<file path="src/rtl/sobel_linebuf.sv">
// sobel_linebuf: two-line buffer that turns a raster pixel stream into interior 3x3 windows for sobel_E
// Ports:
//   CLOCK, RESET                  single clock, synchronous active-high reset
//   pix_in, pix_valid, pix_ready  raster-order input pixel stream
//   input_row_a00/a01/a02         window rows (lines r-2 / r-1 / r); column c-2 in the MSBs, column c in the LSBs
//   win_valid, win_ready          output window handshake, one window per transfer
//   frame_done                    one-cycle pulse after the last window of a frame is taken
// Optional: define SOBEL_LB_FRAME_CNT_EN to add frame_cnt[15:0], a wrapping count of frame_done pulses.
module sobel_linebuf #(
    parameter int PIX_W = 8,
    parameter int IMG_W = 64,
    parameter int IMG_H = 64
) (
    input  logic               CLOCK,
    input  logic               RESET,
    input  logic [PIX_W-1:0]   pix_in,
    input  logic               pix_valid,
    output logic               pix_ready,
    output logic [3*PIX_W-1:0] input_row_a00,
    output logic [3*PIX_W-1:0] input_row_a01,
    output logic [3*PIX_W-1:0] input_row_a02,
    output logic               win_valid,
    input  logic               win_ready,
`ifdef SOBEL_LB_FRAME_CNT_EN
    output logic [15:0]        frame_cnt,
`endif
    output logic               frame_done
);
    localparam int CW = $clog2(IMG_W);
    localparam int RW = $clog2(IMG_H);
    localparam int WW = 3 * PIX_W;
    typedef enum logic {PRIME, STREAM} state_t;
    state_t state_q, state_d;
    logic [CW-1:0] col_q, col_d;
    logic [RW-1:0] row_q, row_d;
    logic [PIX_W-1:0] lb0_q [IMG_W];
    logic [PIX_W-1:0] lb1_q [IMG_W];
    logic [WW-1:0] wt_q, wt_d, wm_q, wm_d, wb_q, wb_d;
    logic [WW-1:0] a00_q, a00_d, a01_q, a01_d, a02_q, a02_d;
    logic win_valid_q, win_valid_d, last_q, last_d, frame_done_q, frame_done_d;
    logic accept, load, hs, col_end, row_end;
    logic [PIX_W-1:0] t, m;
    assign pix_ready = !win_valid_q || win_ready;
    always_comb begin
        accept = pix_valid && pix_ready;
        hs = win_valid_q && win_ready;
        col_end = col_q == CW'(IMG_W - 1);
        row_end = row_q == RW'(IMG_H - 1);
        t = lb0_q[col_q];
        m = lb1_q[col_q];
        load = accept && state_q == STREAM && col_q >= CW'(2);
        col_d = accept ? (col_end ? '0 : col_q + CW'(1)) : col_q;
        row_d = (accept && col_end) ? (row_end ? '0 : row_q + RW'(1)) : row_q;
        state_d = (accept && col_end && state_q == PRIME && row_q == RW'(1)) ? STREAM :
                  (accept && col_end && state_q == STREAM && row_end) ? PRIME : state_q;
        // new column {t, m, pix_in} enters at the right; oldest column falls off the MSBs
        wt_d = accept ? {wt_q[2*PIX_W-1:0], t} : wt_q;
        wm_d = accept ? {wm_q[2*PIX_W-1:0], m} : wm_q;
        wb_d = accept ? {wb_q[2*PIX_W-1:0], pix_in} : wb_q;
        a00_d = load ? wt_d : a00_q;
        a01_d = load ? wm_d : a01_q;
        a02_d = load ? wb_d : a02_q;
        win_valid_d = load || (win_valid_q && !win_ready);
        // last_q marks that the window currently presented is the frame's final one
        last_d = load ? (row_end && col_end) : (hs ? 1'b0 : last_q);
        frame_done_d = hs && last_q;
    end
    always_ff @(posedge CLOCK) begin
        if (RESET) begin
            state_q <= PRIME;
            col_q <= '0;
            row_q <= '0;
            wt_q <= '0;
            wm_q <= '0;
            wb_q <= '0;
            a00_q <= '0;
            a01_q <= '0;
            a02_q <= '0;
            win_valid_q <= 1'b0;
            last_q <= 1'b0;
            frame_done_q <= 1'b0;
        end else begin
            state_q <= state_d;
            col_q <= col_d;
            row_q <= row_d;
            wt_q <= wt_d;
            wm_q <= wm_d;
            wb_q <= wb_d;
            a00_q <= a00_d;
            a01_q <= a01_d;
            a02_q <= a02_d;
            win_valid_q <= win_valid_d;
            last_q <= last_d;
            frame_done_q <= frame_done_d;
        end
    end
    // line RAM is never cleared: every entry is rewritten during rows 0-1 before it is used in a window
    always_ff @(posedge CLOCK) begin
        if (accept) begin
            lb0_q[col_q] <= m;
            lb1_q[col_q] <= pix_in;
        end
    end
`ifdef SOBEL_LB_FRAME_CNT_EN
    logic [15:0] frame_cnt_q;
    always_ff @(posedge CLOCK) begin
        if (RESET) frame_cnt_q <= '0;
        else if (frame_done_d) frame_cnt_q <= frame_cnt_q + 16'd1;
    end
    assign frame_cnt = frame_cnt_q;
`endif
    assign input_row_a00 = a00_q;
    assign input_row_a01 = a01_q;
    assign input_row_a02 = a02_q;
    assign win_valid = win_valid_q;
    assign frame_done = frame_done_q;
endmodule

</file>
<file path="config.mk">
export PLATFORM = sky130hd
export DESIGN_NAME = sobel_linebuf
export DESIGN_NICKNAME = d
export VERILOG_FILES = /design/src/rtl/sobel_linebuf.sv
export SDC_FILE = /design/constraint.sdc
export NUM_CORES = 1
export LEC_CHECK = 0
export CAP_MARGIN = 20
export CORE_MARGIN = 2
export CORE_UTILIZATION = 65
export DETAILED_ROUTE_END_ITERATION = 7
export GPL_ROUTABILITY_DRIVEN = 1
export GPL_TIMING_DRIVEN = 0
export PLACE_DENSITY_LB_ADDON = 0.25
export SLEW_MARGIN = 40
export SYNTH_ARGS = -nofsm -noshare
export SYNTH_HDL_FRONTEND = slang
export SYNTH_SLANG_ARGS = --single-unit
</file>
<file path="constraint.sdc">
create_clock -name CLOCK -period 5.63 [get_ports CLOCK]
set_clock_uncertainty 0.05 [all_clocks]
set_input_delay 1.126 -clock CLOCK [delete_from_list [all_inputs] [get_ports CLOCK]]
set_output_delay 1.126 -clock CLOCK [all_outputs]
set_load 0.01 [all_outputs]
</file>
# After elaboration in Yosys (flattened, before gate mapping)
# Memories as Yosys holds them, arrays and structs flattened. A register that Yosys moved wholly into a read port is not among the register bits.
# Index checks and enable logic that the tools add are counted.
# totals
ramBits,1024
register_bits,160
out_inout_bits,75
memories,2
# classes
n_reduce_logical,18
n_eq_ne,3
magnitude_cmp,1
mux,15
add_sub_neg,2
bitwise,1
# mem_list
name,depth,width,rd,rd_clocked_by_memory_dff,write_ports,line_no,source
lb0_q,64,8,1,1,1,36,logic [PIX_W-1:0] lb0_q [IMG_W];
lb1_q,64,8,1,1,1,37,logic [PIX_W-1:0] lb1_q [IMG_W];
# op_table
cell,count
$mux W24,3
$mux W6,6
$add A6 B1 Y6 const B,2
$eq A6 B6 Y1 const B,2
$logic_and A1 B1 Y1,12
$eq A6 B1 Y1 const B,1
$ge A6 B2 Y1 const B,1
$mux W1,6
$reduce_bool A2 Y1,2
$logic_not A1 Y1,2
$logic_or A1 B1 Y1,2
$not A1 Y1,1

# Longest topological paths before layout
# Gate-level depths: netlist (run 1).
# logic_depth
word_depth,8
ltp_mapped,10
mapped_depth_nobuf,6

# Least setup slack after synthesis (run 1)
# Ideal clock, no wire load.
# synth_timing
path_type,register to register
from,register (tool-made name)
to,"memory lb0_q[0][6], data pin"
stages_incl_launch_ff,9
setup_slack_ps,1872
setup_time_ps,499
path_buffers,3
period_less_slack_ps,3758
arrival_time_ps,3209
t_required_ps,5081
cell_sequence,dfxtp_1 buf_2 or4b_2 clkbuf_1 buf_2 o22ai_1 or3_1 nor4_1 nor2_1
# synth_rtl
item,line_no
to (decl),36

==> results of run 1 <==
==> per-stage QoR <==
stage                     instances  TNS [ns]
after floorplan                2773         0
after global placement         3798  -1501.30
after detailed placement       3854         0
after CTS                      4069         0
after global routing           4069         0
final                          4069         0
==> worst reg2reg max path, delay by kind of cell, from the launching register on <==
family | cells | cell delay (ns)
buffers and inverters | 7 | 2.41
AOI/OAI and AO/OA | 2 | 0.84
and+or+nand+nor | 2 | 0.64
DFF | 1 | 0.31
==> power breakdown <==
part | switching, µW | total (µW) | internal (µW)
logic | 791 | 1110 | 324
clock network | 3260 | 8060 | 4800
registers | 32.8 | 9810 | 9780
total | 4080 | 19000 | 14900
==> placed cells by master (no fill, tap or decap), types with 23 or more instances in the layout <==
master,instances
nor2b_1,34
clkbuf_16,120
dfxtp_1,166
nand3b_1,32
o22ai_1,128
a211oi_2,50
clkinv_2,23
a211oi_1,39
a22o_1,32
buf_4,38
clkbuf_1,98
nor2_4,69
o22a_1,32
nor3_1,32
mux2_2,128
mux2i_1,408
buf_2,69
edfxtp_1,1024
o21ai_0,48
nor2_1,141
o31ai_1,32
clkdlybuf4s50_1,77
==> per-layer routing <==
metal / global-route usage, % / routed length (µm)
met1: 46.57 / 46680
met3: 8.508 / 15090
met4: 16.27 / 6784
met5: 0 / 43
met2: 55.62 / 60260
==> area by class of cell <==
| cell class | count | share of cell area, % |
|---|---|---|
| clock inverters | 71 | 1.529 |
| clock buffers | 144 | 5.862 |
| multi-input cells | 1397 | 22.16 |
| well taps | 940 | 2.194 |
| plain buffers | 181 | 1.615 |
| flip-flops and latches | 1190 | 63.55 |
| inverters | 5 | 0.03500 |
| repair buffers | 141 | 3.059 |
==> worst max path at each step <==
| stage | to | slack [ns] | from | cells past startpoint |
|---|---|---|---|---|
| detailed placement | lb1_q[44][4] | 0.88 | win_ready | 8 |
| global placement | lb0_q[11][1] | -3.44 | flop | 8 |
| finish | lb0_q[41][1] | 1.18 | flop | 11 |
| CTS | lb0_q[41][1] | 1.21 | flop | 11 |
| floorplan | lb0_q[0][6] | 1.87 | flop | 8 |
| global route | lb0_q[45][1] | 1.20 | flop | 11 |
==> cell families (layout without fill, tap and decap cells) <==
logic type,count (synthesis),in the layout,synth area share [%]
multiplexers,536,536,12.01
buffers and inverters,186,542,1.893
flip-flops,1190,1190,74.08
AO/OA/AOI/OAI,398,398,6.673
XOR/XNOR,10,10,0.1904
adder cells (fa/ha/maj),4,4,0.1088
AND/OR/NAND/NOR,449,449,5.046
==> state kept, by name (all words and copies together) (netlist names), 24 cells and up, named ones only <==
name	cells
wb_q	24
input_row_a02	24
wt_q	24
wm_q	24
input_row_a01	24
lb1_q	512
input_row_a00	24
lb0_q	512
==> results.toml, run 1 <==
[outcome]
run_status = "finished clean"

[synthesis]
syn_area_per_cell_um2 = 16.59
ys_async_sr_fraction_pct = 0
synthCells = 2773
synth_edf_count = 1024
syn_nets = 2789
ys.flop_type = "edfxtp_1"
synth_seq_area_share_pct = 74.08
yosys.area.top_type = "edfxtp_1"
synth_top_area_share_pct = 66.85
synth_cell_type_count = 44
synth_common_cells = "edfxtp_1 (1024), mux2i_1 (408), nor2_1 (210)"
synth_area_um2 = 46000
ys_seq_elements = 1190
yosysMostFrequentCell = "edfxtp_1"
synthTopCellsByArea = "edfxtp_1 (67%), mux2i_1 (8.9%), dfxtp_1 (7.2%)"
yosys_warnings = 0

[floorplan]
pin_count = 87
core_um2 = 70030
row_count = 97
initial_core_util_pct = 65.68
fp.dieH_um = 270.0
die_w_um = 270.0
dieArea_um2 = 72910

[cells_and_area]
multi_input_area_um2 = 11880
regArea_um2 = 34070
syn_to_final_growth_pct = 16.57
drive_above_1_share_pct = 20.13
fill_cells = 3908
fin_nets = 3046
finalCoreUtilization_pct = 76.56
antenna_cells = 0
final_cell_area_um2 = 53620

[global_route]
grt_usage_pct = 35.16
grt_pass1_vias = 27115
overflow = 0
grt_pass1_wl_um = 184100
grt_max_degree = 41
antenna_found_initial = 6

[clocking]
cts_resized = 0
cts.path.max_buffers = 3
clock_sinks = 1190
post_cts_buffers = 0
clk_latency_ns = 0.69
cts_inserted_buffers = 114
htree_levels = 3
clkSlewWorstSetupHoldPaths_ns = 0.06
cts_hold_buf = 0
cts_root_buf = "clkbuf_16"
cts_tree = "done"

[worst_setup_path]
critPathArrivalTime_ns = 4.89
critPathCaptureType = "flop"
cp_num_buf_inv = 7
start_kind = "flop"
critPathKind = "reg -> reg"
cp_cell_sequence = "buf_2 > buf_4 > buf_2 > buf_1 > a211oi_1 > a2111oi_2 > buf_4 > nor4_2 > nor2_4 > buf_16 > buf_8"
worst-path-max-fanout = 27
slowest_delay_ns = 0.65
worst-endpoint-required_ns = 6.07
rrSetupSlack_ns = 1.18
r2r-end = "lb0_q[41][1]"
slowest_stage = "a2111oi_2"
cp_top_family = "buffers and inverters"
r2r_cells = 11

[sta]
final.setup.worst_slack_ns = 1.182
fin_crit_ns = 4.448
setup_violations = 0
hold_viol = 0
fmax_mhz = 224.8
hold-worst-slack_ns = 0.4275
rsz0062_at_grt = "no"
period_share_pct = 79.00
tightest_slew_ns = 0.9852
drv_slew = 0
relSlewSlack_pct = 33.97

[route]
first_pass_iters = 5
wirelength_um = 128900
drcViolationCount = 0
via_per_inst = 6.759
wl_per_cell_um = 31.67
detail-route-antenna-nets = 0
vias = 27503
drtIter0Drc = 3886

[worst_hold_path]
hold_end = "frame_done"
hp-class = "reg -> reg"
worstHoldStart = "last_q"
holdPathStages = 1

[power]
power.leakage_uw = 0.01663
power-per-cell-area_nw_per_um2 = 354.2
total_power_uw = 18990
ir_drop_uv = 290.4

[run]
max_cap_viol_count = 0

[placed_design]
place.gp.congestion = 0.9839
dp_hpwl_um = 88550
place_area_um2 = 49600
portBuffers = 85
dp_slack_ns = 0.8777
Note: power is estimated with default switching activity, not from simulation.
==> run 2: changes to the inputs <==
--- a/config.mk
+++ b/config.mk
@@ -7,7 +7,7 @@
 export LEC_CHECK = 0
 export CAP_MARGIN = 20
 export CORE_MARGIN = 2
-export CORE_UTILIZATION = 65
+export CORE_UTILIZATION = 56
 export DETAILED_ROUTE_END_ITERATION = 7
 export GPL_ROUTABILITY_DRIVEN = 1
 export GPL_TIMING_DRIVEN = 0
==> constraint.sdc (replaced) <==
create_clock -name CLOCK -period 3.8 [get_ports CLOCK]
set_clock_uncertainty 0.05 [all_clocks]
set_input_delay 0.76 -clock CLOCK [delete_from_list [all_inputs] [get_ports CLOCK]]
set_output_delay 0.76 -clock CLOCK [all_outputs]
set_load 0.01 [all_outputs]
==> run 2 against run 1 <==
The flow now finishes with violations (setup timing). Utilization down 10 points. Die area up 16%. Flip-flop and latch count unchanged. First-iteration DRC count down 16%. Global-route usage down 4.6 points. Combinational power up 56%. Design area up 1.4%. Final cell count up 4.0%. Largest power group unchanged.
==> results.toml, run 2 (synthesis results as in run 1) <==
[outcome]
run_status = "finished, violations left"
violations = "setup timing"

[worst_setup_path]
critPathKind = "reg -> reg"
cp_cell_sequence = "buf_2 > buf_2 > buf_2 > buf_4 > mux2i_1 > a22o_1 > nor3_2 > nor4_4 > buf_4 > buf_12 > nor2_2"
r2r-end = "lb0_q[29][2]"
worst-endpoint-required_ns = 4.15
rrSetupSlack_ns = -0.06
worst-path-max-fanout = 10
critPathCaptureType = "flop"
crit_path_frequent_cell = "buf_2"
slowest_stage = "nor3_2"
start_kind = "flop"
r2r_cells = 11
slowest_delay_ns = 0.52
critPathArrivalTime_ns = 4.21

[power]
ir_drop_uv = 396.5
power.leakage_uw = 0.01683
power-per-cell-area_nw_per_um2 = 512.6

[global_route]
grt_pass1_vias = 27014
grt_usage_pct = 30.54
overflow = 0
antenna_found_initial = 1
grt_max_degree = 55
grt_pass1_wl_um = 185700

[sta]
tightest_slew_ns = 0.9382
relSlewSlack_pct = 36.87
fin_crit_ns = 3.860
period_share_pct = 101.6
fmax_mhz = 259.1
drv_slew = 0
rsz0062_at_grt = "no"
setup_violations = 178
hold_viol = 0
final.setup.worst_slack_ns = -0.05965

[cells_and_area]
syn_to_final_growth_pct = 18.16
finalCoreUtilization_pct = 66.51
drive_above_1_share_pct = 21.99
final_cell_area_um2 = 54350
antenna_cells = 0
fin_nets = 3072
layout_commonest_cell = "edfxtp_1"
final_cell_mix = "edfxtp_1 (1024), mux2i_1 (408), dfxtp_1 (165)"
fill_cells = 5441
reg_top3 = "lb0_q (512), lb1_q (512)"

[route]
drcViolationCount = 0
via_per_inst = 6.463
drtIter0Drc = 3263
wl_per_cell_um = 30.85
first_pass_iters = 6
wirelength_um = 130500
detail-route-antenna-nets = 0
vias = 27337

[placed_design]
dp_hpwl_um = 90330
portBuffers = 85
place.gp.congestion = 0.9510
place_area_um2 = 49970

[worst_hold_path]
holdPathStages = 1
hold_end = "lb1_q[14][6]"
hp-class = "in -> reg"
worstHoldStart = "pix_in[6]"

[floorplan]
core_um2 = 81720
pin_count = 87
row_count = 105
dieArea_um2 = 84450
initial_core_util_pct = 56.29
die_w_um = 290.6
fp.dieH_um = 290.6

[clocking]
htree_levels = 3
clock_sinks = 1190
cts_hold_buf = 0
clkSlewWorstSetupHoldPaths_ns = 0.06
cts_inserted_buffers = 117
cts_root_buf = "clkbuf_16"
clk_latency_ns = 0.69
cts_tree = "done"
cts.path.max_buffers = 3

[run]
max_cap_viol_count = 0
## run 2: changes by cell type in the layout (fill, tap and decap cells not counted), sizes merged
cell      before  now
clkinvlp       2    1
inv            9    8
nor2         210  212
clkbuf       234  260
buf          155  168
bufinv        19    9
clkinv        46   48
## run 2: critical path: cells and delay by family (launching register included)
kind / cells / cell delay (ns)
AO/OA/AOI/OAI: 1 / 0.21
AND/OR/NAND/NOR: 3 / 1.06
flip-flops: 1 / 0.31
multiplexers: 1 / 0.14
buffers and inverters: 6 / 1.75
## run 2: metal layers
| layer | global-route usage [%] | vias to the layer above | wire length [µm] |
|---|---|---|---|
| li1 | - | 11525 | - |
| met1 | 40.85 | 13826 | 49530 |
| met2 | 48.66 | 1666 | 60620 |
| met3 | 5.560 | 320 | 13010 |
| met4 | 15.03 | 0 | 7355 |
| met5 | 0 | - | 0 |
## run 2: area by class of cell
| type | instances | area (µm²) | share of cell area (%) |
|---|---|---|---|
| flip-flops and latches | 1190 | 34070 | 62.70 |
| multi-input cells | 1399 | 12170 | 22.39 |
| clock buffers | 162 | 3352 | 6.168 |
| repair buffers | 164 | 1958 | 3.603 |
| well taps | 1070 | 1339 | 2.463 |
| plain buffers | 179 | 903.4 | 1.662 |
| clock inverters | 61 | 533.0 | 0.9807 |
| inverters | 5 | 18.77 | 0.03453 |
## run 2: per-stage QoR
stage	hold WS (ns)	cells	power [µW]	setup slack [ns]	TNS, ns
4_1_cts	0.3993	4219	27830	0.001839	0
3_3_place_gp	0.4242	3928	16150	-4.836	-3165.52
2_1_floorplan	0.4053	2773	15480	0.04150	0
6_report	0.4175	4230	27860	-0.05965	-2.832
5_1_grt	0.4077	4230	28450	0.009387	0
3_5_place_dp	0.4262	3990	16430	-0.8630	-321.14
## run 2: worst max-delay path by stage
stage,startpoint,end,slack [ns]
after global routing,flop,lb0_q[2][0],0.009
after floorplan,flop,lb0_q[0][6],0.04
after CTS,win_ready,lb1_q[44][6],0.002
after global placement,flop,lb0_q[11][4],-4.84
final,flop,lb0_q[29][2],-0.06
after detailed placement,win_ready,lb1_q[20][0],-0.86
## run 2: timing repair
item / in CTS / in global routing
gates cloned: 2 / 0
endpoints found under the hold margin: 0 / 0
resized for setup: 36 / 17
pin swaps: 5 / 10
setup buffers: 4 / 12
endpoints found under the setup margin: 531 / 509
## run 2: power by group
group / internal [µW] / switching [µW] / leakage [µW]
sequential: 14500 / 45.5 / 0.0106
combinational: 527 / 1200 / 0.00436
clock: 6750 / 4840 / 0.00192
